===== config.mk =====
export PLATFORM = sky130hd
export DESIGN_NAME = lifo_stack_gen
export DESIGN_NICKNAME = d
export VERILOG_FILES = /design/src/rtl/lifo_stack_gen_pkg.sv /design/src/rtl/lifo_stack_gen_regfile.sv /design/src/rtl/lifo_stack_gen.sv
export SDC_FILE = /design/constraint.sdc
export NUM_CORES = 1
export LEC_CHECK = 0
export ABC_CLOCK_PERIOD_IN_PS = 6500
export BUFFER_PORTS_ARGS = -buffer_cell sky130_fd_sc_hd__buf_4
export CAP_MARGIN = 20
export CORE_AREA = 2 2 74 76
export CTS_CLUSTER_DIAMETER = 100
export CTS_CLUSTER_SIZE = 25
export DETAILED_ROUTE_END_ITERATION = 6
export DIE_AREA = 0 0 76 78
export PLACE_DENSITY_LB_ADDON = 0.2
export SYNTH_ARGS = -nofsm -noshare
export SYNTH_HDL_FRONTEND = slang
export SYNTH_SLANG_ARGS = --single-unit
export TNS_END_PERCENT = 10

===== constraint.sdc =====
create_clock -name clock -period 6.5 [get_ports clock]
set_input_delay 0.325 -clock clock [delete_from_list [all_inputs] [get_ports clock]]
set_output_delay 0.325 -clock clock [all_outputs]
set_load 0.03 [all_outputs]

===== src/rtl/lifo_stack_gen_pkg.sv =====
// ---------------------------------------------------------------------------
// lifo_stack_gen_pkg
// Shared definitions for the LIFO stack: the stack-operation encodings used by
// the stack-pointer/control decode, and a constant-evaluable ceil(log2()).
// No ports (package).
// ---------------------------------------------------------------------------
package lifo_stack_gen_pkg;

    // Operation resolved from the push/pop request pair for one cycle.
    typedef enum logic [1:0] {
        OP_NONE = 2'd0,  // idle
        OP_PUSH = 2'd1,  // push only (also push+pop on an empty stack)
        OP_POP  = 2'd2,  // pop only
        OP_REPL = 2'd3   // push+pop on a non-empty stack: overwrite the top
    } lifo_op_e;

    // ceil(log2(value)); returns 0 for value <= 1. Usable in parameter context.
    function automatic int clog2(input int value);
        int result;
        int rem;
        result = 0;
        rem    = value - 1;
        while (rem > 0) begin
            result = result + 1;
            rem    = rem >> 1;
        end
        return result;
    endfunction

endpackage : lifo_stack_gen_pkg


===== src/rtl/lifo_stack_gen_regfile.sv =====
// ---------------------------------------------------------------------------
// lifo_stack_gen_regfile
// DEPTH x WIDTH register array with one synchronous write port and one
// asynchronous (combinational) read port.
// Ports:
//   clock  in   rising-edge write clock
//   we     in   write enable
//   waddr  in   write address
//   wdata  in   write data
//   raddr  in   read address
//   rdata  out  mem[raddr], combinational
// ---------------------------------------------------------------------------
module lifo_stack_gen_regfile #(
    parameter int WIDTH = 8,
    parameter int DEPTH = 8,
    parameter int AW    = 3
) (
    input  logic             clock,
    input  logic             we,
    input  logic [AW-1:0]    waddr,
    input  logic [WIDTH-1:0] wdata,
    input  logic [AW-1:0]    raddr,
    output logic [WIDTH-1:0] rdata
);

    logic [WIDTH-1:0] mem [DEPTH];

    // NOTE: the array has no reset; stale words are never visible because the
    // top level masks the read port whenever the stack is empty, and leaving
    // storage unreset lets it map onto plain registers or distributed RAM.
    always_ff @(posedge clock) begin
        if (we) begin
            mem[waddr] <= wdata;
        end
    end

    assign rdata = mem[raddr];

endmodule : lifo_stack_gen_regfile


===== src/rtl/lifo_stack_gen.sv =====
// ---------------------------------------------------------------------------
// lifo_stack_gen
// Parametrised LIFO stack with full/empty/count status, one-cycle overflow and
// underflow pulses, and a replace-top mode for simultaneous push+pop.
// Optional high-water mark enabled by defining LIFO_WATERMARK_EN.
// Ports:
//   clock      in   system clock, all state on the rising edge
//   reset      in   synchronous, active-high; wins over push/pop
//   push       in   push data_in this cycle
//   pop        in   pop the top entry this cycle
//   data_in    in   word to push
//   data_out   out  current top of stack, zero when empty (no latency)
//   full       out  count == DEPTH
//   empty      out  count == 0
//   count      out  entries held
//   overflow   out  1-cycle pulse: push refused (full, no pop)
//   underflow  out  1-cycle pulse: pop refused (empty)
//   max_depth  out  high-water mark (LIFO_WATERMARK_EN only)
// ---------------------------------------------------------------------------
module lifo_stack_gen
    import lifo_stack_gen_pkg::*;
#(
    parameter  int WIDTH = 8,
    parameter  int DEPTH = 8,
    localparam int CW    = clog2(DEPTH + 1)
) (
    input  logic             clock,
    input  logic             reset,
    input  logic             push,
    input  logic             pop,
    input  logic [WIDTH-1:0] data_in,
    output logic [WIDTH-1:0] data_out,
    output logic             full,
    output logic             empty,
    output logic [CW-1:0]    count,
    output logic             overflow,
    output logic             underflow
`ifdef LIFO_WATERMARK_EN
    ,
    output logic [CW-1:0]    max_depth
`endif
);

    localparam int            AW     = clog2(DEPTH);
    localparam logic [CW-1:0] SP_MAX = CW'(DEPTH);

    logic [CW-1:0]    sp;
    logic [CW-1:0]    sp_next;
    logic [AW-1:0]    top_addr;
    logic [AW-1:0]    waddr;
    logic             we;
    logic             overflow_next;
    logic             underflow_next;
    logic [WIDTH-1:0] rdata;
    lifo_op_e         op;

    // Status decoded straight from sp so it moves in the same cycle as sp.
    assign empty    = (sp == '0);
    assign full     = (sp == SP_MAX);
    assign count    = sp;
    assign top_addr = AW'(sp - CW'(1));
    assign data_out = empty ? '0 : rdata;

    // NOTE: every signal written here gets a default before any branch, so
    // no path leaves a value unassigned and no latch is inferred.
    always_comb begin
        op             = OP_NONE;
        sp_next        = sp;
        we             = 1'b0;
        waddr          = AW'(sp);
        overflow_next  = 1'b0;
        // A pop against an empty stack is refused, whether alone or paired
        // with a push (the push part still proceeds).
        underflow_next = pop && empty;

        if (push && pop && !empty) begin
            op = OP_REPL;
        end else if (push) begin
            op = OP_PUSH;
        end else if (pop) begin
            op = OP_POP;
        end

        case (op)
            OP_PUSH: begin
                if (!full) begin
                    we      = 1'b1;
                    sp_next = sp + CW'(1);
                end else begin
                    overflow_next = 1'b1;
                end
            end
            OP_POP: begin
                if (!empty) begin
                    sp_next = sp - CW'(1);
                end
            end
            OP_REPL: begin
                // Overwrite the top in place; legal even when full.
                we    = 1'b1;
                waddr = top_addr;
            end
            default: ;
        endcase
    end

    lifo_stack_gen_regfile #(
        .WIDTH (WIDTH),
        .DEPTH (DEPTH),
        .AW    (AW)
    ) u_regfile (
        .clock (clock),
        .we    (we && !reset),
        .waddr (waddr),
        .wdata (data_in),
        .raddr (top_addr),
        .rdata (rdata)
    );

    // NOTE: state registers use non-blocking assignments so every flop samples
    // the pre-edge values regardless of evaluation order.
    always_ff @(posedge clock) begin
        if (reset) begin
            sp        <= '0;
            overflow  <= 1'b0;
            underflow <= 1'b0;
        end else begin
            sp        <= sp_next;
            overflow  <= overflow_next;
            underflow <= underflow_next;
        end
    end

`ifdef LIFO_WATERMARK_EN
    always_ff @(posedge clock) begin
        if (reset) begin
            max_depth <= '0;
        end else if (sp_next > max_depth) begin
            max_depth <= sp_next;
        end
    end
`endif

endmodule : lifo_stack_gen


==> flow_summary.json <==
{
  "globalRoute.totalOverflow": 0,
  "yosys_warnings": 0,
  "crit_start": "count[0]$_SDFFE_PP0P_",
  "crit_path_end_kind": "output pin",
  "fill_cells": 353,
  "avgSynthCellArea_um2": 16.3,
  "finalClockSkew_ps": 7.20,
  "cts_buffers": 9,
  "cts-htree-levels": 3,
  "synth_edf_count": 64,
  "insertion_delay_ps": 330,
  "ys_seq_area_share_pct": 69.4,
  "syn2layout_area_growth_pct": 16.8,
  "ys_seq_elements": 70,
  "outcome": "completed",
  "die_h_um": 78,
  "grt_pass1_wl_um": 9140,
  "totalWireLength_um": 5710,
  "syn_inst": 181,
  "worst_slew_margin_rel_pct": 44.3,
  "die_w_um": 76,
  "timing_worst_setup_path_type": "reg -> out",
  "dieArea_mm2": 0.00593,
  "coreArea_mm2": 0.00504,
  "via_per_inst": 6.00,
  "post_cts_resized": 0,
  "gr-usage-met1_pct": 25.9,
  "grt_use_total_pct": 21.0,
  "fin_ws_ps": 3300,
  "hp-class": "in -> reg",
  "placed_cell_area_mm2": 0.00318,
  "r2r_slack_ps": 3370,
  "hold_viol": 0,
  "cts_tree": "done",
  "vias": 1711,
  "period_needed_ps": 3200,
  "drv_slew": 0,
  "ir_drop_uv": 283,
  "drtAntennaViolNets": 0,
  "use_met2_pct": 34.7,
  "cp.arrival_ps": 2870,
  "fin_nets": 224,
  "cts-root-buf": "clkbuf_8",
  "async_flop_share_pct": 0,
  "syn-cell-area_mm2": 0.00294,
  "clk_pin_slew_worst_paths_ps": 70,
  "firstDrtPassIters": 6,
  "io_pins": 28,
  "dp_slack_ps": 3350,
  "finalSetupTns_ps": 0,
  "period_share_pct": 49.2,
  "post_cts_buffers": 0,
  "finalSetupViolCount": 0,
  "powerDensity_mw_per_mm2": 382,
  "fp-row-count": 26,
  "busiest_layer": "met2",
  "endpoint": "data_out[3]",
  "crit_required_ps": 6170,
  "synthFlopType": "edfxtp_1",
  "drt_iter0_drc": 135,
  "cellLeakagePower_nw": 1.17,
  "syn_nets": 195,
  "numPortBuffers": 27,
  "holdBufCountCts": 0,
  "drv_cap": 0,
  "met3_usage_pct": 5.23,
  "r2r-end": "u_regfile.mem[5][2]$_DFFE_PP_",
  "tightest_slew_ps": 833,
  "worstRegToRegCells": 6,
  "initial_utilization_pct": 58.3,
  "hpwl_um": 3790,
  "r2r-start": "count[0]$_SDFFE_PP0P_",
  "drc_errors": 0,
  "antenna_found_initial": 0,
  "critPathLaunchType": "register",
  "gp_congestion": 0.790,
  "grt_pass1_vias": 1759,
  "cts_buffer_depth": 2,
  "num_antenna_cells": 0,
  "drive_gt1_share_pct": 28.8,
  "wl_per_cell_um": 20.0,
  "fin_area_mm2": 0.00344,
  "cts_sinks": 70,
  "grt_max_degree": 28,
  "worstPathMaxFanout": 27,
  "rsz0062_at_grt": "no",
  "fmaxAchievable_mhz": 313,
  "ys_types": 34
}
-- per-stage QoR --
stage	std cells	hold WS [ps]	utilization, %	total power [W]
after CTS	285	190	68.2	0.00132
after global placement	269	540	63.0	0.000864
final	285	202	68.2	0.00131
after detailed placement	269	544	63.0	0.000875
after floorplan	181	394	-	0.000782
after global routing	285	196	68.2	0.00137
-- sequential cells by signal (all words and copies together) (netlist names) --
| signal | cells |
|---|---|
| overflow | 1 |
| underflow | 1 |
| u_regfile.mem | 64 |
| count | 4 |
-- final cells by class --
| type | instances | area, um^2 | area share (%) |
|---|---|---|---|
| clock buffers | 9 | 124 | 3.60 |
| inverters | 4 | 15.0 | 0.437 |
| clock inverters | 7 | 136 | 3.97 |
| repair buffers | 28 | 210 | 6.12 |
| multi-input cells | 97 | 822 | 23.9 |
| flip-flops and latches | 70 | 2040 | 59.4 |
| well taps | 70 | 87.6 | 2.55 |
-- logic make-up (layout without fill, tap and decap cells) --
group | count (synthesis) | after routing | synth area share, %
flops | 70 | 70 | 69.4
simple gates | 48 | 48 | 8.08
compound gates | 25 | 25 | 4.89
mux | 18 | 18 | 12.9
buf+inv | 14 | 48 | 2.64
xor+xnor | 4 | 4 | 1.19
fa+ha+maj | 2 | 2 | 0.851
-- cell usage in the layout, fill, tap and decap left out --
master      instances
inv_2               1
or3_1               2
clkinvlp_4          1
or3b_1              1
clkinv_1            1
xnor2_1             2
dfxtp_1             6
clkinv_2            1
a21oi_1            12
o31ai_1             1
nor4b_1             2
nand3_1             1
nand2_1            21
o2111ai_1           1
and4b_1             1
nor4_1              2
and3_1              2
and2b_4             1
a221oi_1            1
nor2b_1             1
ha_1                2
xor2_1              2
mux2i_1             2
and2b_2             1
a21boi_0            1
clkbuf_8            9
bufinv_16           4
or4_1               1
mux4_2             16
edfxtp_1           64
inv_1               3
nor3_1              2
a31oi_1             5
buf_4              28
nor2_1             10
o21ai_0             4
-- worst min path at each step --
stage / startpoint / to / slack [ps] / cells past startpoint
2_1_floorplan: reset / count[0]$_SDFFE_PP0P_ / 390 / 1
3_3_place_gp: reset / count[3]$_SDFFE_PP0P_ / 540 / 2
3_5_place_dp: reset / count[1]$_SDFFE_PP0P_ / 540 / 2
4_1_cts: reset / count[1]$_SDFFE_PP0P_ / 190 / 2
5_1_grt: reset / count[3]$_SDFFE_PP0P_ / 200 / 2
6_report: reset / count[1]$_SDFFE_PP0P_ / 200 / 2
-- layer usage --
layer / wire length, um / share of wire, %
met5: 0 / 0
met4: 164 / 2.9
met3: 370 / 6.5
met2: 2970 / 52
met1: 2210 / 39
-- Yosys cell counts, types with 2 or more instances --
library cell  instances  area [um^2]
edfxtp_1             64         1920
mux4_2               16          360
buf_6                 2         22.5
and3_1                2         12.5
nor2_1               10         37.5
nand2_1              21         78.8
or3_1                 2         12.5
dfxtp_1               6          120
nor4b_1               2         17.5
mux2i_1               2         20.0
buf_2                 5         25.0
a31oi_1               5         31.3
a21oi_1              12         60.1
nor3_1                2         10.0
xor2_1                2         17.5
inv_1                 3         11.3
buf_1                 2         7.51
o21ai_0               4         20.0
xnor2_1               2         17.5
nor4_1                2         12.5
ha_1                  2         25.0
-- power breakdown --
part | total, W | switching [W] | internal, W
sequential | 0.000520 | 0.0000101 | 0.000510
clock | 0.000446 | 0.000154 | 0.000292
combinational | 0.000346 | 0.000212 | 0.000134
-- critical path: stages (launching register included) --
cell and delay (ps):
dfxtp_1 320, buf_4 370, inv_1 180, ha_1 860, mux4_2 340, nand2_1 100
a21oi_1 190, buf_4 180
No activity file was read; power rests on OpenSTA's default activity.
